--- src/rtl/csa_final_adder_if.sv ---
// ----------------------------------------------------------------------------
// csa_final_adder_if
// Handshake bundle between a carry-save adder tree and the multi-cycle final
// adder.
//   in_valid / in_ready   : operand handshake (sum_in, carry_in, WIDTH bits)
//   out_valid / out_ready : result handshake (result, WIDTH+2 bits)
//   busy                  : adder is working on or holding a result
// Modports: master = producer/consumer side, slave = the adder itself.
// ----------------------------------------------------------------------------
interface csa_final_adder_if #(
    parameter int WIDTH = 6
);
    logic             in_valid;
    logic             in_ready;
    logic [WIDTH-1:0] sum_in;
    logic [WIDTH-1:0] carry_in;
    logic             out_valid;
    logic             out_ready;
    logic [WIDTH+1:0] result;
    logic             busy;

    modport master (
        output in_valid, sum_in, carry_in, out_ready,
        input  in_ready, out_valid, result, busy
    );

    modport slave (
        input  in_valid, sum_in, carry_in, out_ready,
        output in_ready, out_valid, result, busy
    );
endinterface

--- src/rtl/csa_final_adder.sv ---
// ----------------------------------------------------------------------------
// csa_final_adder
// Resolves a carry-save pair to binary: result = sum_in + (carry_in << 1).
// CHUNK bits are added per clock with the ripple carry held in a register,
// so the critical path stays CHUNK bits long regardless of WIDTH.
//   clk, rst_n : clock, asynchronous active-low reset
//   bus        : csa_final_adder_if.slave (operand/result handshakes, busy)
// Optional feature macro: CSA_FINAL_ADDER_ZERO_SKIP_EN -- an operand whose
// carry vector is zero bypasses the ADD phase and completes on acceptance.
// ----------------------------------------------------------------------------
module csa_final_adder #(
    parameter int WIDTH = 6,
    parameter int CHUNK = 2
) (
    input  logic                  clk,
    input  logic                  rst_n,
    csa_final_adder_if.slave      bus
);
    localparam int N  = (WIDTH + 1 + CHUNK - 1) / CHUNK;
    localparam int P  = N * CHUNK;
    localparam int KW = (N > 1) ? $clog2(N) : 1;

    typedef enum logic [1:0] {
        ST_IDLE = 2'd0,
        ST_ADD  = 2'd1,
        ST_DONE = 2'd2
    } state_t;

    state_t          state_q, state_d;
    logic [P-1:0]    a_q, a_d;
    logic [P-1:0]    b_q, b_d;
    logic [KW-1:0]   k_q, k_d;
    logic            c_q, c_d;
    logic [P:0]      acc_q, acc_d;
    logic            in_ready_q, out_valid_q, busy_q;

    logic [31:0]     base_s;
    logic [CHUNK-1:0] a_chunk_s;
    logic [CHUNK-1:0] b_chunk_s;
    logic [CHUNK:0]   chunk_sum_s;
    logic             unused_acc_s;

    // Next-state and datapath: one CHUNK-wide ripple step per ADD cycle.
    always_comb begin
        state_d     = state_q;
        a_d         = a_q;
        b_d         = b_q;
        k_d         = k_q;
        c_d         = c_q;
        acc_d       = acc_q;
        base_s      = 32'(k_q) * 32'(CHUNK);
        a_chunk_s   = a_q[base_s +: CHUNK];
        b_chunk_s   = b_q[base_s +: CHUNK];
        chunk_sum_s = (CHUNK+1)'(a_chunk_s) + (CHUNK+1)'(b_chunk_s)
                    + (CHUNK+1)'(c_q);
        case (state_q)
            ST_IDLE: begin
                if (bus.in_valid) begin
                    // Carry vector has weight 2^(i+1), hence the shift.
                    a_d     = P'(bus.sum_in);
                    b_d     = P'({bus.carry_in, 1'b0});
                    k_d     = '0;
                    c_d     = 1'b0;
                    acc_d   = '0;
                    state_d = ST_ADD;
`ifdef CSA_FINAL_ADDER_ZERO_SKIP_EN
                    if (bus.carry_in == '0) begin
                        acc_d   = (P+1)'(bus.sum_in);
                        state_d = ST_DONE;
                    end else begin
                        state_d = ST_ADD;
                    end
`endif
                end else begin
                    state_d = ST_IDLE;
                end
            end
            ST_ADD: begin
                acc_d[base_s +: CHUNK] = chunk_sum_s[CHUNK-1:0];
                c_d = chunk_sum_s[CHUNK];
                k_d = k_q + KW'(1);
                if (k_q == KW'(N - 1)) begin
                    // Last chunk: its carry-out is the top result bit.
                    acc_d[P] = chunk_sum_s[CHUNK];
                    state_d  = ST_DONE;
                end else begin
                    state_d  = ST_ADD;
                end
            end
            ST_DONE: begin
                if (bus.out_ready) begin
                    state_d = ST_IDLE;
                end else begin
                    state_d = ST_DONE;
                end
            end
            default: begin
                state_d = ST_IDLE;
            end
        endcase
    end

    // State, datapath and status flops; status flops mirror the next state.
    always_ff @(posedge clk or negedge rst_n) begin
        if (!rst_n) begin
            state_q     <= ST_IDLE;
            a_q         <= '0;
            b_q         <= '0;
            k_q         <= '0;
            c_q         <= 1'b0;
            acc_q       <= '0;
            in_ready_q  <= 1'b1;
            out_valid_q <= 1'b0;
            busy_q      <= 1'b0;
        end else begin
            state_q     <= state_d;
            a_q         <= a_d;
            b_q         <= b_d;
            k_q         <= k_d;
            c_q         <= c_d;
            acc_q       <= acc_d;
            in_ready_q  <= (state_d == ST_IDLE);
            out_valid_q <= (state_d == ST_DONE);
            busy_q      <= (state_d == ST_ADD) || (state_d == ST_DONE);
        end
    end

    assign bus.in_ready  = in_ready_q;
    assign bus.out_valid = out_valid_q;
    assign bus.busy      = busy_q;
    assign bus.result    = acc_q[WIDTH+1:0];

    // Padding bits above the result range never carry information.
    assign unused_acc_s  = &{1'b0, acc_q};
endmodule

--- src/flat_wrapper.sv ---
// flat-port wrapper written by rule: the top's interface ports become plain ports
module csa_final_adder_flat 
#(
    parameter int WIDTH = 6,
    parameter int CHUNK = 2
)
  (clk, rst_n, bus_in_valid, bus_sum_in, bus_carry_in, bus_out_ready, bus_in_ready, bus_out_valid, bus_result, bus_busy);
  csa_final_adder_if #(.WIDTH(WIDTH)) bus_i ();
  input  logic clk;
  input  logic rst_n;
  input wire logic [$bits(bus_i.in_valid)-1:0] bus_in_valid;
  input wire logic [$bits(bus_i.sum_in)-1:0] bus_sum_in;
  input wire logic [$bits(bus_i.carry_in)-1:0] bus_carry_in;
  input wire logic [$bits(bus_i.out_ready)-1:0] bus_out_ready;
  output wire logic [$bits(bus_i.in_ready)-1:0] bus_in_ready;
  output wire logic [$bits(bus_i.out_valid)-1:0] bus_out_valid;
  output wire logic [$bits(bus_i.result)-1:0] bus_result;
  output wire logic [$bits(bus_i.busy)-1:0] bus_busy;
  assign bus_i.in_valid = bus_in_valid;
  assign bus_i.sum_in = bus_sum_in;
  assign bus_i.carry_in = bus_carry_in;
  assign bus_i.out_ready = bus_out_ready;
  assign bus_in_ready = bus_i.in_ready;
  assign bus_out_valid = bus_i.out_valid;
  assign bus_result = bus_i.result;
  assign bus_busy = bus_i.busy;
  csa_final_adder #(.WIDTH(WIDTH), .CHUNK(CHUNK)) u_core (.clk(clk), .rst_n(rst_n), .bus(bus_i));
endmodule
--- config.mk ---
export PLATFORM = sky130hd
export DESIGN_NAME = csa_final_adder_flat
export DESIGN_NICKNAME = d
export VERILOG_FILES = /design/src/rtl/csa_final_adder_if.sv /design/src/rtl/csa_final_adder.sv /design/src/flat_wrapper.sv
export SDC_FILE = /design/constraint.sdc
export NUM_CORES = 1
export LEC_CHECK = 0
export BUFFER_PORTS_ARGS = -buffer_cell sky130_fd_sc_hd__buf_2
export CORE_ASPECT_RATIO = 1.1
export CORE_MARGIN = 2
export CORE_UTILIZATION = 50
export DETAILED_ROUTE_END_ITERATION = 12
export PLACE_DENSITY = 0.73
export SLEW_MARGIN = 20
export SYNTH_ARGS = -nofsm -noshare
export SYNTH_HDL_FRONTEND = slang
export SYNTH_SLANG_ARGS = --single-unit
export TNS_END_PERCENT = 30
--- constraint.sdc ---
create_clock -name clk -period 4.1 [get_ports clk]
set_input_delay 0.205 -clock clk [delete_from_list [all_inputs] [get_ports clk]]
set_output_delay 0.205 -clock clk [all_outputs]
set_load 0.05 [all_outputs]
# After elaboration in Yosys (flattened, before gate mapping)
# Cells that the tools add are included.
dict set report totals {
  register_bits 29
  in_bits 16
  out_inout_bits 11
  word_cells 41
}
dict set report classes {
  n_addsub 4
  n_eq_ne 6
  shifts 4
  mux 12
  reduce_logical 6
}
# cell n
set ops {}
lappend ops {{3-bit negation with 34-bit output} 1}
lappend ops {{2-bit by 34-bit variable shift with 9-bit output (first input constant)} 1}
lappend ops {{2-bit by 34-bit indexed part select with 9-bit output} 1}
lappend ops {{9-bit one-hot mux with 2 select lines} 1}
lappend ops {{8-bit by 4-bit indexed part select with 2-bit output} 2}
lappend ops {{9-bit bitwise mux} 1}
lappend ops {{9-bit 2-to-1 mux} 1}
lappend ops {{2-bit equality test (second input constant)} 3}
lappend ops {{2-bit 2-to-1 mux} 3}
lappend ops {{2-bit one-hot mux with 3 select lines} 1}
lappend ops {{2-bit by 1-bit equality test with 1-bit output (second input constant)} 2}
lappend ops {{2-bit zero test} 2}
lappend ops {{2-bit one-hot mux with 2 select lines} 1}
lappend ops {{2-bit AND reduction} 2}
lappend ops {{2-bit by 2-bit adder with 3-bit output} 1}
lappend ops {{3-bit by 1-bit adder with 3-bit output} 1}
lappend ops {{1-bit 2-to-1 mux} 3}
lappend ops {{2-bit by 1-bit adder with 2-bit output (second input constant)} 1}
lappend ops {{2-bit != test (second input constant)} 1}
lappend ops {{1-bit one-hot mux with 2 select lines} 1}
lappend ops {{2-bit nonzero test} 1}
lappend ops {{1-bit logical OR} 1}

# Logic depth before layout (Yosys ltp)
# Gate-level depths: netlist of the first run.
dict set report depth {
  depth_word 7
  mapped_depth 8
  ltp_nobuf 7
}

# Worst setup path after synthesis of the first run
# OpenSTA, ideal clock, no wires.
dict set report synth_path {
  path_type {register -> register}
  start {register u_core.k_q[1]}
  end {register u_core.acc_q[1]}
  t_arrival_ns 1.882
  t_required_ns 4.018
  setup_slack_ns 2.136
  stages_incl_launch_ff 8
  synth_period_minus_slack_ns 1.964
  cell_sequence {dfrtp_1 buf_2 mux2i_1 o21ai_0 fa_1 inv_1 fa_1 o22ai_1}
}
dict set report synth_via {
  elab_chain_len 6
  word_cells_on_any_way 9
  classes_between {add/sub (3); shift (4); mux (2)}
}
# item line
set synth_rtl {}
lappend synth_rtl {{from (decl)} csa_final_adder.sv:32} ;# logic [KW-1:0] k_q, k_d;
lappend synth_rtl {{from (signal assigned)} csa_final_adder.sv:119} ;# k_q <= k_d;
lappend synth_rtl {{8-bit by 4-bit indexed part select with 2-bit output (on tied branches)} {csa_final_adder.sv:52, csa_final_adder.sv:53}}
lappend synth_rtl {{2-bit by 2-bit adder with 3-bit output} csa_final_adder.sv:54} ;# chunk_sum_s = (CHUNK+1)'(a_chunk_s) + (CHUNK+1)'(b_chunk_s)
lappend synth_rtl {{3-bit by 1-bit adder with 3-bit output} csa_final_adder.sv:55} ;# + (CHUNK+1)'(c_q);
lappend synth_rtl {{2-bit by 34-bit indexed part select with 9-bit output} csa_final_adder.sv:79} ;# acc_d[base_s +: CHUNK] = chunk_sum_s[CHUNK-1:0];
lappend synth_rtl {{9-bit bitwise mux (*)} csa_final_adder.sv:79}
lappend synth_rtl {{9-bit one-hot mux with 2 select lines (*)} csa_final_adder.sv:56} ;# case (state_q)
lappend synth_rtl {{to (signal assigned)} csa_final_adder.sv:111} ;# acc_q <= '0;
lappend synth_rtl {{to (signal assigned)} csa_final_adder.sv:121} ;# acc_q <= acc_d;
lappend synth_rtl {{to (decl)} csa_final_adder.sv:34} ;# logic [P:0] acc_q, acc_d;
# Every way passes the cells marked *; elsewhere a longest branch is shown, timed or not.
# A chain may end at the register's enable or synchronous reset.

# Final worst setup path of the first run
dict set report layout_path {
  start {register u_core.k_q[1]}
  end {register u_core.acc_q[7]}
}
# The elaborated chain is that of the path after synthesis.

==> results_dict.tcl, run 1 <==
set metrics [dict create \
    status "completed" \
    slew_violations 0 \
    ys_seq_area_frac 0.502 \
    syn_inst 117 \
    antenna_found_initial 0 \
    power_frac_seq 0.380 \
    ys.flop_type "dfrtp_1" \
    first_iter_violations 6 \
    async_flop_share 1.00 \
    wl_met2_mm 1.20 \
    cts_setup_buffers 0 \
    port_buffers 26 \
    syn_area_sq_um 1400 \
    cp-end-kind "register" \
    io_pins 27 \
    relSlewSlack 0.611 \
    cts_hold_buf 1 \
    vias 923 \
    avgSynthCellArea_sq_um 11.9 \
    dieArea_sq_um 3230 \
    p_switching_mw 0.584 \
    cts_root_buf "clkbuf_4" \
    ys_ff_latch 28 \
    ant_nets 0 \
    die_w_um 54.4 \
    worst_setup_path_start_kind "register" \
    grt_max_degree 29 \
    synth_edf_count 0 \
    power.leakage_nw 0.781 \
    rsz0062_at_grt "no" \
    yosys.area.top_type "dfrtp_1" \
    routabilityCongestion 0.834 \
    worst_r2r_path_depth 6 \
    top_layer "met4" \
    grt_pass1_vias 891 \
    clkLatencyLatePin_ns 0.32 \
    area_growth_pct 12.7 \
    maxCapViolCount 0 \
    power_density_nw_per_um2 839 \
    path_max_fanout 10 \
    grt_pass1_wl_mm 3.88 \
    p_int_mw 0.738 \
    die_h_um 59.5 \
    cts-htree-levels 1 \
    nNetsFinal 169 \
    drive_gt1_frac 0.326 \
    clock-sinks 28 \
    dpl.hpwl_mm 1.77 \
    synth_top_area_frac 0.483 \
    period_share 0.535 \
    met1_length_um 999 \
    max_freq_mhz 456 \
    worstHoldPathCells 2 \
    pwr-share-comb 0.519 \
    design_area_sq_um 1580 \
    ir_drop_v 0.000431 \
    tightest_slew_ns 0.583 \
    cts_resized 0 \
    skew_ns 0.00683 \
    avgRoutedWirePerCell_um 13.1 \
    grt_use_total 0.166 \
    hold_class "in -> reg" \
    overflow 0 \
    wl_mm 2.32 \
    initial_core_util 0.517 \
    yosysWarnings 0 \
    clockBufferDepth 2 \
    hold_violations 0 \
    drt_pass1_iterations 4 \
    n_antenna_cell 0 \
    switching_share 0.442 \
    required_ns 4.35 \
    fp-row-count 20 \
    period_minus_slack_ns 2.19 \
    clk_pin_slew_ns 0.15 \
    numCtsBuffers 3 \
    met3_length_um 103 \
    synth_area_leaders "dfrtp_1, mux2_4, ha_1, inv_1, o22ai_1" \
    syn_nets 141 \
    cts_tree "yes" \
    tns_ns 0 \
    crit_arrival_ns 2.44 \
    drc 0 \
    place_area_sq_um 1530 \
    critPathKind "reg -> reg" \
    ys_types 27 \
    finalSetupViolations 0 \
    coreArea_sq_um 2700 \
    p_clk_frac 0.101 \
    vias_per_cell 5.21 \
]
## worst paths after layout
path / from / to / slack (ns)
worst min register to register: u_core.acc_q[0]$_DFFE_PN0P_ / u_core.acc_q[0]$_DFFE_PN0P_ / 0.53
max in group asynchronous: rst_n / u_core.state_q[1]$_DFF_PN0_ / 3.32
worst min-delay path: bus_sum_in[2] / u_core.a_q[2]$_DFFE_PN0P_ / 0.09
min in group asynchronous: rst_n / u_core.acc_q[1]$_DFFE_PN0P_ / 0.39
worst max register to register: u_core.k_q[1]$_DFFE_PN0P_ / u_core.acc_q[7]$_DFFE_PN0P_ / 1.91
worst max-delay path: u_core.k_q[1]$_DFFE_PN0P_ / u_core.acc_q[7]$_DFFE_PN0P_ / 1.91
## worst max-delay path: stages (launching register included)
cell and delay, ns:
dfrtp_1 0.61, mux2i_1 0.24, o21ai_0 0.13, fa_1 0.38, inv_1 0.08, fa_1 0.47
o22ai_1 0.21
## registers in the layout (all words and copies together) (netlist names)
name                  count
u_core.a_q                6
u_core.acc_q              8
u_core.b_q                6
u_core.bus.busy           1
u_core.bus.in_ready       1
u_core.bus.out_valid      1
u_core.c_q                1
u_core.k_q                2
u_core.state_q            2
## layer usage
layer	GRT usage	vias to the layer above
met5	0	-
met4	0.0429	0
met3	0.0303	2
met2	0.293	23
met1	0.205	448
li1	-	450
## power groups by stage
stage          sequential, mW  combinational, mW  clock [mW]
2_1_floorplan           0.588              0.479           0
3_3_place_gp            0.505              0.669           0
3_5_place_dp            0.511              0.688           0
4_1_cts                 0.505              0.693       0.135
5_1_grt                 0.522              0.750       0.149
6_report                0.503              0.686       0.133
## placed cells by master, fill, tap and decap left out
master	count
clkbuf_4	3
a21o_1	1
a21oi_1	6
nor2_1	3
o22ai_1	8
nand4_1	2
nor2b_1	2
ha_1	6
mux2_2	2
a22oi_1	1
mux2_4	10
dfrtp_1	27
dlygate4sd3_1	1
o21bai_1	1
nand2_1	8
nand2b_1	2
o21ai_0	5
dfstp_2	1
nor2_4	1
and4bb_2	1
inv_1	15
mux2i_1	4
buf_2	26
fa_1	2
nand2b_4	1
clkbuf_8	1
nand3_1	3
nor3b_2	1
## cells by family (layout without fill, tap and decap cells)
logic type,after synthesis,after routing,share of synthesized area
flip-flops,28,28,0.502
AND/OR/NAND/NOR,24,24,0.103
buffers and inverters,19,46,0.0689
AO/OA/AOI/OAI,22,22,0.0913
adder cells (fa/ha/maj),8,8,0.0824
multiplexers,16,16,0.152
## cell usage after synthesis, drive strengths merged, types with 2 or more instances
cell	instances
o22ai	8
nor2b	2
fa	2
a21oi	6
nand2b	3
inv	15
nand3	3
buf	4
dfrtp	27
nor2	4
ha	6
nand4	2
mux2i	4
o21ai	5
nand2	8
mux2	12
## final cells by class
cell class | count | area, sq um
fillers | 239 | 1130
flip-flops and latches | 28 | 702
multi-input cells | 70 | 599
repair buffers | 27 | 140
inverters | 15 | 56.3
well taps | 33 | 41.3
clock buffers | 4 | 36.3
## through the flow
stage | worst slack, ns | utilization | cells | hold WS [ns] | power, mW
final | 1.91 | 0.583 | 177 | 0.0936 | 1.32
after global routing | 1.74 | 0.583 | 177 | 0.0803 | 1.42
after CTS | 1.88 | 0.583 | 177 | 0.0924 | 1.33
after detailed placement | 1.93 | 0.566 | 172 | 0.248 | 1.20
after global placement | 2.05 | 0.566 | 172 | 0.239 | 1.17
after floorplan | 2.14 | - | 117 | -0.0906 | 1.07
Power figures use the tool's default switching activity.
==> inputs of run 2 (changes only) <==
clock period = 2.1 ns   (was 4.1 ns; I/O delays follow)
==> results_dict.tcl, run 2 (synthesis gave the netlist of run 1 again) <==
set metrics [dict create \
    drive_gt1_frac 0.348 \
    crit_path_top_delay_cell "dfrtp_2" \
    switching_share 0.421 \
    vias 987 \
    io_pins 27 \
    initial_core_util 0.517 \
    power_density_nw_per_um2 1600 \
    hold_class "in -> reg" \
    slew_violations 0 \
    tightest_slew_ns 0.607 \
    worst_setup_path_start_kind "register" \
    nNetsFinal 186 \
    p_clk_frac 0.126 \
    p_switching_mw 1.18 \
    dpl.hpwl_mm 1.90 \
    numCtsBuffers 3 \
    n_fill_cell 234 \
    cts-htree-levels 1 \
    layoutNonFillerInstCount 194 \
    period_share 0.945 \
    crit_arrival_ns 2.24 \
    fp-row-count 20 \
    avgRoutedWirePerCell_um 13.2 \
    most-common-layout-cells "buf_2, dfrtp_1, inv_1, dlygate4sd3_1, mux2_4" \
    final_util 0.648 \
    finalSetupViolations 0 \
    drc 0 \
    skew_ns 0.0135 \
    cts_tree "yes" \
    antenna_found_initial 0 \
    p_int_mw 1.63 \
    critPathKind "reg -> reg" \
    pwr-share-comb 0.529 \
    period_minus_slack_ns 1.98 \
    port_buffers 26 \
    drt_pass1_iterations 4 \
    crit_path_cell_trace "mux2i_1 -> o21ai_1 -> fa_1 -> inv_1 -> fa_2 -> o22ai_1" \
    design_area_sq_um 1750 \
    dp_cells 175 \
    grt_max_degree 29 \
    routabilityCongestion 0.838 \
    clockBufferDepth 2 \
    die_h_um 59.5 \
    first_iter_violations 12 \
    place_area_sq_um 1550 \
    regMostFlops "u_core.acc_q" \
    hold_violations 0 \
    die_w_um 54.4 \
    area_growth_pct 25.3 \
    wl_mm 2.56 \
    max_freq_mhz 504 \
    ant_nets 0 \
    grt_pass1_wl_mm 4.21 \
    max_stage_delay_ns 0.48 \
    largestRegisters "u_core.acc_q (8), u_core.a_q (6), u_core.b_q (6)" \
    dieArea_sq_um 3230 \
    required_ns 2.36 \
    vias_per_cell 5.09 \
    cts_root_buf "clkbuf_4" \
    largest_reg_flops 8 \
    clock-sinks 28 \
    overflow 0 \
    maxCapViolCount 0 \
    cp-end-kind "register" \
    relSlewSlack 0.595 \
    clkLatencyLatePin_ns 0.34 \
    grt_pass1_vias 992 \
    ir_drop_v 0.000945 \
    final_common_cell "buf_2" \
    n_antenna_cell 0 \
    power_frac_seq 0.346 \
    grt_use_total 0.183 \
    clk_pin_slew_ns 0.16 \
    whs_ns 0.0126 \
    status "completed" \
    power.leakage_nw 0.861 \
    coreArea_sq_um 2700 \
    path_max_fanout 8 \
]
-- run 2: metal layers --
metal / global-route usage / vias to the layer above / part of all wire
met1: 0.213 / 479 / 0.42
met5: 0 / - / 0
met2: 0.329 / 20 / 0.54
li1: - / 482 / -
met4: 0.0750 / 0 / 0.016
met3: 0.0227 / 6 / 0.028
-- run 2: power groups by stage --
stage	logic, mW	clock network [mW]	registers [mW]
2_1_floorplan	0.936	0	1.15
3_3_place_gp	1.36	0	0.972
3_5_place_dp	1.41	0	0.984
4_1_cts	1.43	0.356	0.974
5_1_grt	1.65	0.384	1.01
6_report	1.49	0.353	0.971
-- run 2: worst paths after layout --
| kind | start | endpoint | slack, ns | cells past startpoint |
|---|---|---|---|---|
| max | u_core.k_q[1]$_DFFE_PN0P_ | u_core.acc_q[1]$_DFFE_PN0P_ | 0.12 | 6 |
| min | bus_sum_in[0] | u_core.a_q[0]$_DFFE_PN0P_ | 0.01 | 2 |
| max reg2reg | u_core.k_q[1]$_DFFE_PN0P_ | u_core.acc_q[1]$_DFFE_PN0P_ | 0.12 | 6 |
| min reg2reg | u_core.acc_q[7]$_DFFE_PN0P_ | u_core.acc_q[7]$_DFFE_PN0P_ | 0.53 | 2 |
| max in group asynchronous | rst_n | u_core.k_q[1]$_DFFE_PN0P_ | 1.39 | 2 |
| min in group asynchronous | rst_n | u_core.acc_q[3]$_DFFE_PN0P_ | 0.28 | 2 |
-- run 2: final cells by class --
cell class                      count  area, sq um  share of cell area
Tap cell                           33         41.3              0.0236
Multi-Input combinational cell     70          602               0.344
Clock inverter                      1         30.0              0.0171
Sequential cell                    28          704               0.402
Clock buffer                        3         22.5              0.0129
Inverter                           15         56.3              0.0321
Timing Repair Buffer               44          295               0.169
-- run 2: worst max-delay path: cells and delay by family (launching register included) --
| kind | cells | cell delay, ns |
|---|---|---|
| AO/OA/AOI/OAI | 2 | 0.28 |
| adder cells (fa/ha/maj) | 2 | 0.86 |
| buffers and inverters | 1 | 0.08 |
| multiplexers | 1 | 0.20 |
| flip-flops | 1 | 0.48 |
-- run 2: what timing repair did --
action	4_1_cts	5_1_grt
setup endpoints to repair	1	4
gates cloned	0	0
hold buffers	10	2
buffers inserted	0	3
gates resized for setup	1	4
hold endpoints to repair	36	2
-- run 2: stage by stage --
stage | TNS [ns] | setup WS, ns | total power, mW
after floorplan | 0 | 0.136 | 2.08
after global placement | 0 | 0.128 | 2.34
after detailed placement | 0 | 0.0437 | 2.40
after CTS | 0 | 0.0716 | 2.76
after global routing | -0.00458 | -0.00458 | 3.04
final | 0 | 0.116 | 2.81
==> inputs of run 3 (changes only) <==
HOLD_SLACK_MARGIN = 0.15   (was not set)
==> results_dict.tcl, run 3 (synthesis gave the netlist of run 1 again) <==
set metrics [dict create \
    status "completed" \
    relSlewSlack 0.592 \
    cts_tree "yes" \
    antenna_found_initial 0 \
    power_density_nw_per_um2 1590 \
    port_buffers 26 \
    vias_per_cell 5.09 \
    coreArea_sq_um 2700 \
    dp_slack_ns 0.0437 \
    slew_violations 0 \
    clkLatencyLatePin_ns 0.34 \
    regMostFlops "u_core.acc_q" \
    clock-sinks 28 \
    grt_use_total 0.187 \
    die_h_um 59.5 \
    tightest_slew_ns 0.611 \
    most-common-layout-cells "buf_2, dfrtp_1, inv_1, dlygate4sd3_1, mux2_4" \
    path_max_fanout 8 \
    clk_pin_slew_ns 0.15 \
    clockBufferDepth 2 \
    required_ns 2.36 \
    tns_ns 0 \
    crit_arrival_ns 2.24 \
    overflow 0 \
    dpl.hpwl_mm 1.90 \
    dieArea_sq_um 3230 \
    die_w_um 54.4 \
    final_common_cell "buf_2" \
    nNetsFinal 188 \
    max_freq_mhz 505 \
    wl_mm 2.56 \
    cp-end-kind "register" \
    drc 0 \
    rsz0062_at_grt "no" \
    largestRegisters "u_core.acc_q (8), u_core.a_q (6), u_core.b_q (6)" \
    worst_setup_path_start_kind "register" \
    largest_reg_flops 8 \
    period_share 0.944 \
    avgRoutedWirePerCell_um 13.1 \
    finalSetupViolations 0 \
    p_total_mw 2.81 \
    skew_ns 0.0120 \
    period_minus_slack_ns 1.98 \
    power.leakage_nw 0.869 \
    grt_pass1_wl_mm 4.31 \
    n_antenna_cell 0 \
    grt_max_degree 29 \
    critPathKind "reg -> reg" \
    maxCapViolCount 0 \
    hold_class "in -> reg" \
    fin_ws_ns 0.118 \
    routabilityCongestion 0.838 \
    ant_nets 0 \
    numCtsBuffers 3 \
    fp-row-count 20 \
    hp-start "bus_in_valid" \
    cts_root_buf "clkbuf_4" \
    n_fill_cell 229 \
    drt_pass1_iterations 4 \
    first_iter_violations 13 \
    hold_violations 0 \
    startpoint "u_core.k_q[1]$_DFFE_PN0P_" \
    io_pins 27 \
    ir_drop_v 0.000936 \
    reg2reg_from "u_core.k_q[1]$_DFFE_PN0P_" \
    grt_pass1_vias 1014 \
    initial_core_util 0.517 \
    drive_gt1_frac 0.344 \
    area_growth_pct 26.8 \
    cts-htree-levels 1 \
    vias 997 \
]
## run 3: cell count changes in the layout (fill, tap and decap cells not counted), sizes merged
cell         delta
dlygate4sd3     +2
## run 3: final cells by class
class | count | area [sq um] | share of cell area
tap | 33 | 41.3 | 0.0233
clock inverter | 1 | 30.0 | 0.0169
timing repair buffer | 46 | 315 | 0.178
multi-input combinational | 70 | 602 | 0.340
clock buffer | 3 | 22.5 | 0.0127
inverter | 15 | 56.3 | 0.0318
sequential | 28 | 704 | 0.398
## run 3: routing by layer
layer,up-vias,GRT usage,part of all wire
li1,486,-,-
met1,483,0.218,0.42
met2,22,0.337,0.54
met3,6,0.0227,0.027
met4,0,0.0750,0.016
met5,-,0,0
## run 3: repair_timing
item / 4_1_cts / 5_1_grt
endpoints found under the hold margin: 41 / 0
resized for setup: 1 / 4
setup endpoints to repair: 1 / 4
setup buffers: 0 / 3
hold buffers: 14 / 0
## run 3: worst max-delay path, cell delays in order, from the launching register on
cell	delay [ns]
dfrtp_2	0.48
mux2i_1	0.20
o21ai_1	0.10
fa_1	0.39
inv_1	0.08
fa_2	0.47
o22ai_1	0.18
## run 3: worst paths after layout
check / end / slack, ns / cells past startpoint
max: u_core.acc_q[1]$_DFFE_PN0P_ / 0.12 / 6
min: u_core.k_q[1]$_DFFE_PN0P_ / 0.20 / 4
max reg2reg: u_core.acc_q[1]$_DFFE_PN0P_ / 0.12 / 6
min reg2reg: u_core.acc_q[7]$_DFFE_PN0P_ / 0.53 / 2
max in group asynchronous: u_core.k_q[1]$_DFFE_PN0P_ / 1.38 / 2
min in group asynchronous: u_core.state_q[0]$_DFF_PN0_ / 0.29 / 2
## run 3: where the power goes
| part | internal [mW] | leakage, nW | switching, mW |
|---|---|---|---|
| registers | 0.780 | 0.348 | 0.190 |
| clock network | 0.193 | 0.0279 | 0.159 |
| logic | 0.655 | 0.493 | 0.832 |
## run 3: per-stage QoR
step           cell area, sq um  hold WS (ns)  cells  utilization
2_1_floorplan              1400        -0.191    117            -
3_3_place_gp               1550         0.138    175        0.574
3_5_place_dp               1550         0.150    175        0.574
4_1_cts                    1750         0.193    193        0.646
5_1_grt                    1770         0.221    196        0.656
6_report                   1770         0.199    196        0.656
